--- src/rtl/loadunit_mq.sv ---
`default_nettype none
// ============================================================================
// Module   : loadunit_mq
// Purpose  : Multi-outstanding in-order load unit with a circular entry queue,
//            pipelined TBUS reads, load data extension and ROB-age flush.
// Revision : 1.0 - initial release
// ============================================================================
module loadunit_mq #(
    parameter int DEPTH   = 4,
    parameter int DATA_W  = 64,
    parameter int PREG_W  = 6,
    parameter int ROB_LOG = 6
) (
    input  logic               clock_i,
    input  logic               reset_i,
    input  logic               instr_valid_i,
    output logic               instr_ready_o,
    input  logic [PREG_W-1:0]  prd_i,
    input  logic [DATA_W-1:0]  src1_i,
    input  logic [DATA_W-1:0]  imm_i,
    input  logic [3:0]         ls_size_i,
    input  logic               is_unsigned_i,
    input  logic               robidx_flag_i,
    input  logic [ROB_LOG-1:0] robidx_i,
    output logic               tbus_req_valid_o,
    input  logic               tbus_req_ready_i,
    output logic [DATA_W-1:0]  tbus_req_addr_o,
    output logic [1:0]         tbus_req_optype_o,
    input  logic               tbus_resp_valid_i,
    input  logic [DATA_W-1:0]  tbus_resp_data_i,
    input  logic               flush_valid_i,
    input  logic               flush_robidx_flag_i,
    input  logic [ROB_LOG-1:0] flush_robidx_i,
    output logic               wb_valid_o,
    output logic [PREG_W-1:0]  wb_prd_o,
    output logic               wb_robidx_flag_o,
    output logic [ROB_LOG-1:0] wb_robidx_o,
    output logic [DATA_W-1:0]  wb_data_o
);

    localparam int         IDX_W     = $clog2(DEPTH);
    localparam int         PTR_W     = IDX_W + 1;
    localparam logic [1:0] TBUS_READ = 2'b00;

    logic [PTR_W-1:0]   head_q, issue_q, tail_q;
    logic [PTR_W-1:0]   head_d, issue_d, tail_d;
    logic [DEPTH-1:0]   valid_q, issued_q, killed_q;
    logic [DATA_W-1:0]  addr_q [DEPTH];
    logic [PREG_W-1:0]  prd_q  [DEPTH];
    logic               flag_q [DEPTH];
    logic [ROB_LOG-1:0] idx_q  [DEPTH];
    logic [3:0]         size_q [DEPTH];
    logic               uns_q  [DEPTH];

    logic               wb_valid_q, wb_flag_q;
    logic [PREG_W-1:0]  wb_prd_q;
    logic [ROB_LOG-1:0] wb_idx_q;
    logic [DATA_W-1:0]  wb_data_q;
    logic               post_reset_q;

    logic [PTR_W-1:0]   w_count, w_live_cnt, w_tail_fl;
    logic [IDX_W-1:0]   w_head_idx, w_issue_idx, w_tail_idx;
    logic [DEPTH-1:0]   w_valid_nx, w_issued_nx, w_killed_nx;
    logic               w_req_fire, w_resp_ok, w_alloc, w_wb_fire;
    logic [5:0]         w_shamt;
    logic [DATA_W-1:0]  w_shifted, w_ext;

    // Circular ROB age test; an entry at exactly the flush index survives.
    function automatic logic younger(input logic flag, input logic [ROB_LOG-1:0] idx,
                                     input logic fflag, input logic [ROB_LOG-1:0] fidx);
        return (flag ^ fflag) ^ (fidx < idx);
    endfunction

    assign w_count       = tail_q - head_q;
    assign instr_ready_o = (w_count != PTR_W'(DEPTH));
    assign w_head_idx    = head_q[IDX_W-1:0];
    assign w_issue_idx   = issue_q[IDX_W-1:0];
    assign w_tail_idx    = w_tail_fl[IDX_W-1:0];

    assign tbus_req_valid_o  = ~reset_i & valid_q[w_issue_idx] & ~issued_q[w_issue_idx]
                             & ~killed_q[w_issue_idx];
    assign tbus_req_addr_o   = addr_q[w_issue_idx];
    assign tbus_req_optype_o = TBUS_READ;

    assign w_req_fire = tbus_req_valid_o & tbus_req_ready_i;
    assign w_resp_ok  = tbus_resp_valid_i & valid_q[w_head_idx] & issued_q[w_head_idx];
    assign w_alloc    = instr_valid_i & instr_ready_o
                      & ~(flush_valid_i & younger(robidx_flag_i, robidx_i,
                                                  flush_robidx_flag_i, flush_robidx_i));
    assign w_wb_fire  = w_resp_ok & ~w_killed_nx[w_head_idx];

    always_comb begin
        w_issued_nx = issued_q;
        w_killed_nx = killed_q;
        w_valid_nx  = valid_q;
        w_live_cnt  = '0;
        if (w_req_fire) w_issued_nx[w_issue_idx] = 1'b1;
        for (int i = 0; i < DEPTH; i++) begin
            if (flush_valid_i && valid_q[i] &&
                younger(flag_q[i], idx_q[i], flush_robidx_flag_i, flush_robidx_i))
                w_killed_nx[i] = 1'b1;
            // Killed loads never sent to TBUS have no response to wait for.
            if (valid_q[i] && !w_issued_nx[i] && w_killed_nx[i])
                w_valid_nx[i] = 1'b0;
            if (valid_q[i] && !w_issued_nx[i] && !w_killed_nx[i])
                w_live_cnt = w_live_cnt + PTR_W'(1);
        end
        if (w_resp_ok) w_valid_nx[w_head_idx] = 1'b0;
        issue_d   = issue_q + {{(PTR_W-1){1'b0}}, w_req_fire};
        w_tail_fl = flush_valid_i ? (issue_d + w_live_cnt) : tail_q;
        tail_d    = w_tail_fl + {{(PTR_W-1){1'b0}}, w_alloc};
        head_d    = head_q + {{(PTR_W-1){1'b0}}, w_resp_ok};
    end

    always_comb begin
        w_shamt = '0;
        if (size_q[w_head_idx][0])      w_shamt = {addr_q[w_head_idx][2:0], 3'b000};
        else if (size_q[w_head_idx][1]) w_shamt = {addr_q[w_head_idx][2:1], 4'b0000};
        else if (size_q[w_head_idx][2]) w_shamt = {addr_q[w_head_idx][2], 5'b00000};
        w_shifted = tbus_resp_data_i >> w_shamt;
        w_ext     = '0;
        if (size_q[w_head_idx][0])
            w_ext = {{(DATA_W-8){~uns_q[w_head_idx] & w_shifted[7]}}, w_shifted[7:0]};
        else if (size_q[w_head_idx][1])
            w_ext = {{(DATA_W-16){~uns_q[w_head_idx] & w_shifted[15]}}, w_shifted[15:0]};
        else if (size_q[w_head_idx][2])
            w_ext = {{(DATA_W-32){~uns_q[w_head_idx] & w_shifted[31]}}, w_shifted[31:0]};
        else if (size_q[w_head_idx][3])
            w_ext = w_shifted;
    end

    always_ff @(posedge clock_i) begin
        if (reset_i) begin
            head_q     <= '0;
            issue_q    <= '0;
            tail_q     <= '0;
            valid_q    <= '0;
            issued_q   <= '0;
            killed_q   <= '0;
            wb_valid_q <= 1'b0;
            wb_prd_q   <= '0;
            wb_flag_q  <= 1'b0;
            wb_idx_q   <= '0;
            wb_data_q  <= '0;
        end else begin
            head_q     <= head_d;
            issue_q    <= issue_d;
            tail_q     <= tail_d;
            valid_q    <= w_valid_nx;
            issued_q   <= w_issued_nx;
            killed_q   <= w_killed_nx;
            if (w_alloc) begin
                valid_q[w_tail_idx]  <= 1'b1;
                issued_q[w_tail_idx] <= 1'b0;
                killed_q[w_tail_idx] <= 1'b0;
            end
            wb_valid_q <= w_wb_fire;
            if (w_wb_fire) begin
                wb_prd_q  <= prd_q[w_head_idx];
                wb_flag_q <= flag_q[w_head_idx];
                wb_idx_q  <= idx_q[w_head_idx];
                wb_data_q <= w_ext;
            end
        end
    end

    always_ff @(posedge clock_i) begin
        if (!reset_i && w_alloc) begin
            addr_q[w_tail_idx] <= src1_i + imm_i;
            prd_q[w_tail_idx]  <= prd_i;
            flag_q[w_tail_idx] <= robidx_flag_i;
            idx_q[w_tail_idx]  <= robidx_i;
            size_q[w_tail_idx] <= ls_size_i;
            uns_q[w_tail_idx]  <= is_unsigned_i;
        end
    end

    // A response left over from before a reset is tolerated for one cycle.
    always_ff @(posedge clock_i) begin
        post_reset_q <= reset_i;
        if (!reset_i && !post_reset_q && tbus_resp_valid_i)
            assert (valid_q[w_head_idx] && issued_q[w_head_idx]);
    end

    assign wb_valid_o       = wb_valid_q;
    assign wb_prd_o         = wb_prd_q;
    assign wb_robidx_flag_o = wb_flag_q;
    assign wb_robidx_o      = wb_idx_q;
    assign wb_data_o        = wb_data_q;

endmodule
`default_nettype wire

--- config.mk ---
export PLATFORM = sky130hd
export DESIGN_NAME = loadunit_mq
export DESIGN_NICKNAME = d
export VERILOG_FILES = /design/src/rtl/loadunit_mq.sv
export SDC_FILE = /design/constraint.sdc
export NUM_CORES = 1
export LEC_CHECK = 0
export ABC_CLOCK_PERIOD_IN_PS = 12300
export BUFFER_PORTS_ARGS = -buffer_cell sky130_fd_sc_hd__buf_4
export CAP_MARGIN = 20
export CORE_MARGIN = 2
export CORE_UTILIZATION = 63
export CTS_BUF_LIST = sky130_fd_sc_hd__clkbuf_8
export DETAILED_ROUTE_END_ITERATION = 7
export PLACE_DENSITY_LB_ADDON = 0.05
export RECOVER_POWER = 100
export SYNTH_ARGS = -nofsm -noshare
export SYNTH_HDL_FRONTEND = slang
export SYNTH_SLANG_ARGS = --single-unit
--- constraint.sdc ---
create_clock -name clock_i -period 12.3 [get_ports clock_i]
set_input_delay 1.845 -clock clock_i [delete_from_list [all_inputs] [get_ports clock_i]]
set_output_delay 1.845 -clock clock_i [all_outputs]
set_load 0.01 [all_outputs]
==> metrics.yaml <==
crit_arrival_ns: 8.83
cts_buffers: 70
ys_warn_count: 0
gp_congestion: 0.9685
use_met3: 0.06139
clock.fmax_ghz: 0.1158
portBuffers: 366
async_reset_ff_frac: 0
wl_per_cell_um: 21.46
min_period_ns: 8.635
ioPinCount: 369
cts_tree: "yes"
maxCapViolations: 3
critical_path_depth: 17
outcome: "finished, violations left"
power_density_nw_per_um2: 144.4
crit_path_end_kind: "flip-flop"
busiest_layer: "met2"
postCtsSetupRepairBufs: 0
area_growth_pct: 16.95
grt_pass1_wl_mm: 88.01
path_buf_inv: 3
use_met1: 0.4040
finalClockSkew_ns: 0.03000
htree_levels: 3
cts.sinks: 427
holdBufCountCts: 0
setup_tns_ns: 0
cts_root_buffer: "clkbuf_8"
hold_class: "reg -> reg"
synth_cell_types: 69
hold_viol: 0
synth_top_area_frac: 0.4440
drt_first_pass_iters: 5
p_leak_uw: 0.009716
crit_chain: "nor4b_1 > a311o_1 > o31ai_1 > nor3_1 > a21oi_1 > nand3_1 > inv_1 > ha_1 > xnor2_1 > xor2_1 > ha_1 > inv_1 > fa_1 > o21ai_0 > nor2_1 > and2_0 > buf_4"
netlist.top_cell.by_area: "edfxtp_1"
yosysSeqAreaShare: 0.5333
finalMaxSlewViolations: 228
synth-seq-cells: 427
slowest_delay_ns: 2.69
final_nets: 2510
rsz0062_at_grt: "no"
power.internal_uw: 2674
grt_max_degree: 79
post-dp-hpwl_mm: 41.10
grt_pass1_vias: 16280
worstHoldPathCells: 2
insertion_delay_ns: 0.59
clkPwrFrac: 0.323
violations: "max-capacitance violations, max-slew violations"
power.share.switching: 0.2862
cts-resized-gates: 0
vdd_ir_drop_max_v: 0.0001121
rows: 68
initial_core_util: 0.6406
grtUsageTotal: 0.3119
critical_path.max_fanout: 72
crit_required_ns: 12.50
clk_pin_slew_ns: 0.06
drive_above_1_share: 0.1973
worst_path_max_delay_cell: "dfxtp_1"
synthCells: 1827
setup_violations: 0
antenna_found_initial: 4
pwr-share-seq: 0.463
viasPerCell: 6.186
r2r_cells: 17
crit_path_start_kind: "flip-flop"
p_sw_uw: 1072
wl_mm: 57.78
postSynthAreaPerCell_um2: 12.14
power_frac_comb: 0.214
synth_top_flop_cell: "edfxtp_1"
ant_nets: 0
die_w_um: 191.7
cts_buffer_depth: 3
syn_area_um2: 22180
critPathKind: "reg -> reg"
worst_slew_pin_slew_ns: 3.576
max-slew-margin-rel: -1.384
die-area_um2: 36730
fin_crit_sh: 0.7020
synthTopCellsByArea: "edfxtp_1 44%, mux4_2 9.4%, dfxtp_1 8.9%"
synth-edff-count: 328
vias: 16650
drcViolationCount: 0
core-area_um2: 34630
die_h_um: 191.7
power_uw: 3746
grt-ovfl-total: 0
grtUsageMet2: 0.5215
cp_top_family: "flip-flops"
dr.first_iter.drc_count: 1284
cells in the mapped netlist (6+ instances only):
cell type and instances:
buf_1 11, buf_4 6, a21oi_1 158, mux2_2 19, xnor2_1 46, nor2_1 132
o211ai_1 11, xor2_1 30, a31oi_1 11, a211oi_1 29, o21a_1 16, inv_1 55
edfxtp_1 328, nand4_1 18, and3_1 8, nor3_1 36, buf_2 18, dfxtp_1 99
nand2_1 154, mux4_2 93, nand3_1 42, o211a_1 6, a21o_1 48, nand2b_1 23
and2_1 15, nor2b_1 21, a211oi_2 10, ha_1 99, mux2i_1 44, o21ai_0 66
o21bai_1 11, o22ai_1 15, clkbuf_1 58
worst reg2reg max path: cells and delay by family, from the launching register on:
| kind | cells | cell delay [ns] |
|---|---|---|
| AND/OR/NAND/NOR | 5 | 1.93 |
| flip-flops | 1 | 2.69 |
| buffers and inverters | 3 | 1.08 |
| AO/OA/AOI/OAI | 4 | 1.21 |
| XOR/XNOR | 2 | 0.43 |
| adder cells (fa/ha/maj) | 3 | 0.88 |
placed cells by master (no fill, tap or decap), types with 15 or more instances in the layout:
cell type	instances
nor2_1	132
buf_4	212
xor2_1	30
a21o_1	48
a21oi_1	158
nand3_1	42
ha_1	99
o22ai_1	15
inv_1	78
xnor2_1	46
mux2i_1	44
clkbuf_1	166
o21a_1	16
nand2_1	154
nor3_1	36
nand2b_1	23
nor2b_1	21
clkbuf_8	77
mux4_2	93
a211oi_1	33
dfxtp_1	97
nand4_1	18
o21ai_0	69
edfxtp_1	328
mux2_2	19
cells by family (layout without fill, tap and decap cells):
| kind of cell | after synthesis | in the layout | synth area share |
|---|---|---|---|
| simple gates | 485 | 485 | 0.1024 |
| compound gates | 430 | 430 | 0.1240 |
| flops | 427 | 427 | 0.5333 |
| mux | 156 | 156 | 0.1239 |
| buf+inv | 151 | 558 | 0.02860 |
| fa+ha+maj | 101 | 101 | 0.05764 |
| xor+xnor | 76 | 76 | 0.03001 |
| other cells | 1 | 4 | 0.0001690 |
routing by layer:
metal  wire [um]  up-vias  part of all wire
met5          20        -           0.00035
met4        2347        4             0.041
met3        4839      151             0.084
met2       27940      818              0.48
met1       22640     8010              0.39
li1            -     7670                 -
flip-flops by register name (all words and copies together) (netlist names):
name and cells:
addr_q 256, wb_data_o 64, idx_q 24, prd_q 24, size_q 16, wb_prd_o 6, wb_robidx_o 6, flag_q 4
issued_q 4, killed_q 4, uns_q 4, valid_q 4, head_q 3, issue_q 3, tail_q 3, wb_robidx_flag_o 1
wb_valid_o 1
layout make-up:
| type | instances | area, um2 |
|---|---|---|
| Antenna cell | 2 | 5.005 |
| Clock buffer | 77 | 1060 |
| Clock inverter | 44 | 292.8 |
| Fill cell | 2400 | 8683 |
| Inverter | 55 | 206.4 |
| Multi-Input combinational cell | 1250 | 9711 |
| Sequential cell | 427 | 11840 |
| Tap cell | 455 | 569.3 |
| Timing Repair Buffer | 382 | 2265 |
power by group through the flow:
stage          Sequential (uW)  Clock (uW)  Combinational, uW
4_1_cts                   1730        1220                830
2_1_floorplan             1750           0                525
6_report                  1740        1210                800
5_1_grt                   1740        1290                867
3_3_place_gp              1760           0                806
3_5_place_dp              1760           0                824
worst paths after layout:
kind	from	endpoint	slack, ns
setup / recovery	issue_q[1]	addr_q[0][37]	3.67
hold / removal	wb_prd_o[1]	wb_prd_o[1]	0.45
setup reg to reg	issue_q[1]	addr_q[0][37]	3.67
hold reg to reg	wb_prd_o[1]	wb_prd_o[1]	0.45
through the flow:
| stage | utilization | hold slack (ns) | setup WS (ns) | cell area [um2] | instances |
|---|---|---|---|---|---|
| detailed placement | 0.7278 | 0.4478 | 4.796 | 25200 | 2567 |
| finish | 0.7492 | 0.4536 | 3.665 | 25940 | 2692 |
| global route | 0.7492 | 0.4719 | 3.046 | 25940 | 2692 |
| global placement | 0.7276 | 0.4419 | 4.868 | 25190 | 2566 |
| CTS | 0.7668 | 0.4558 | 5.361 | 26550 | 2688 |
| floorplan | - | 0.4762 | 4.896 | 22190 | 1828 |
No activity file was read; power rests on OpenSTA's default activity.
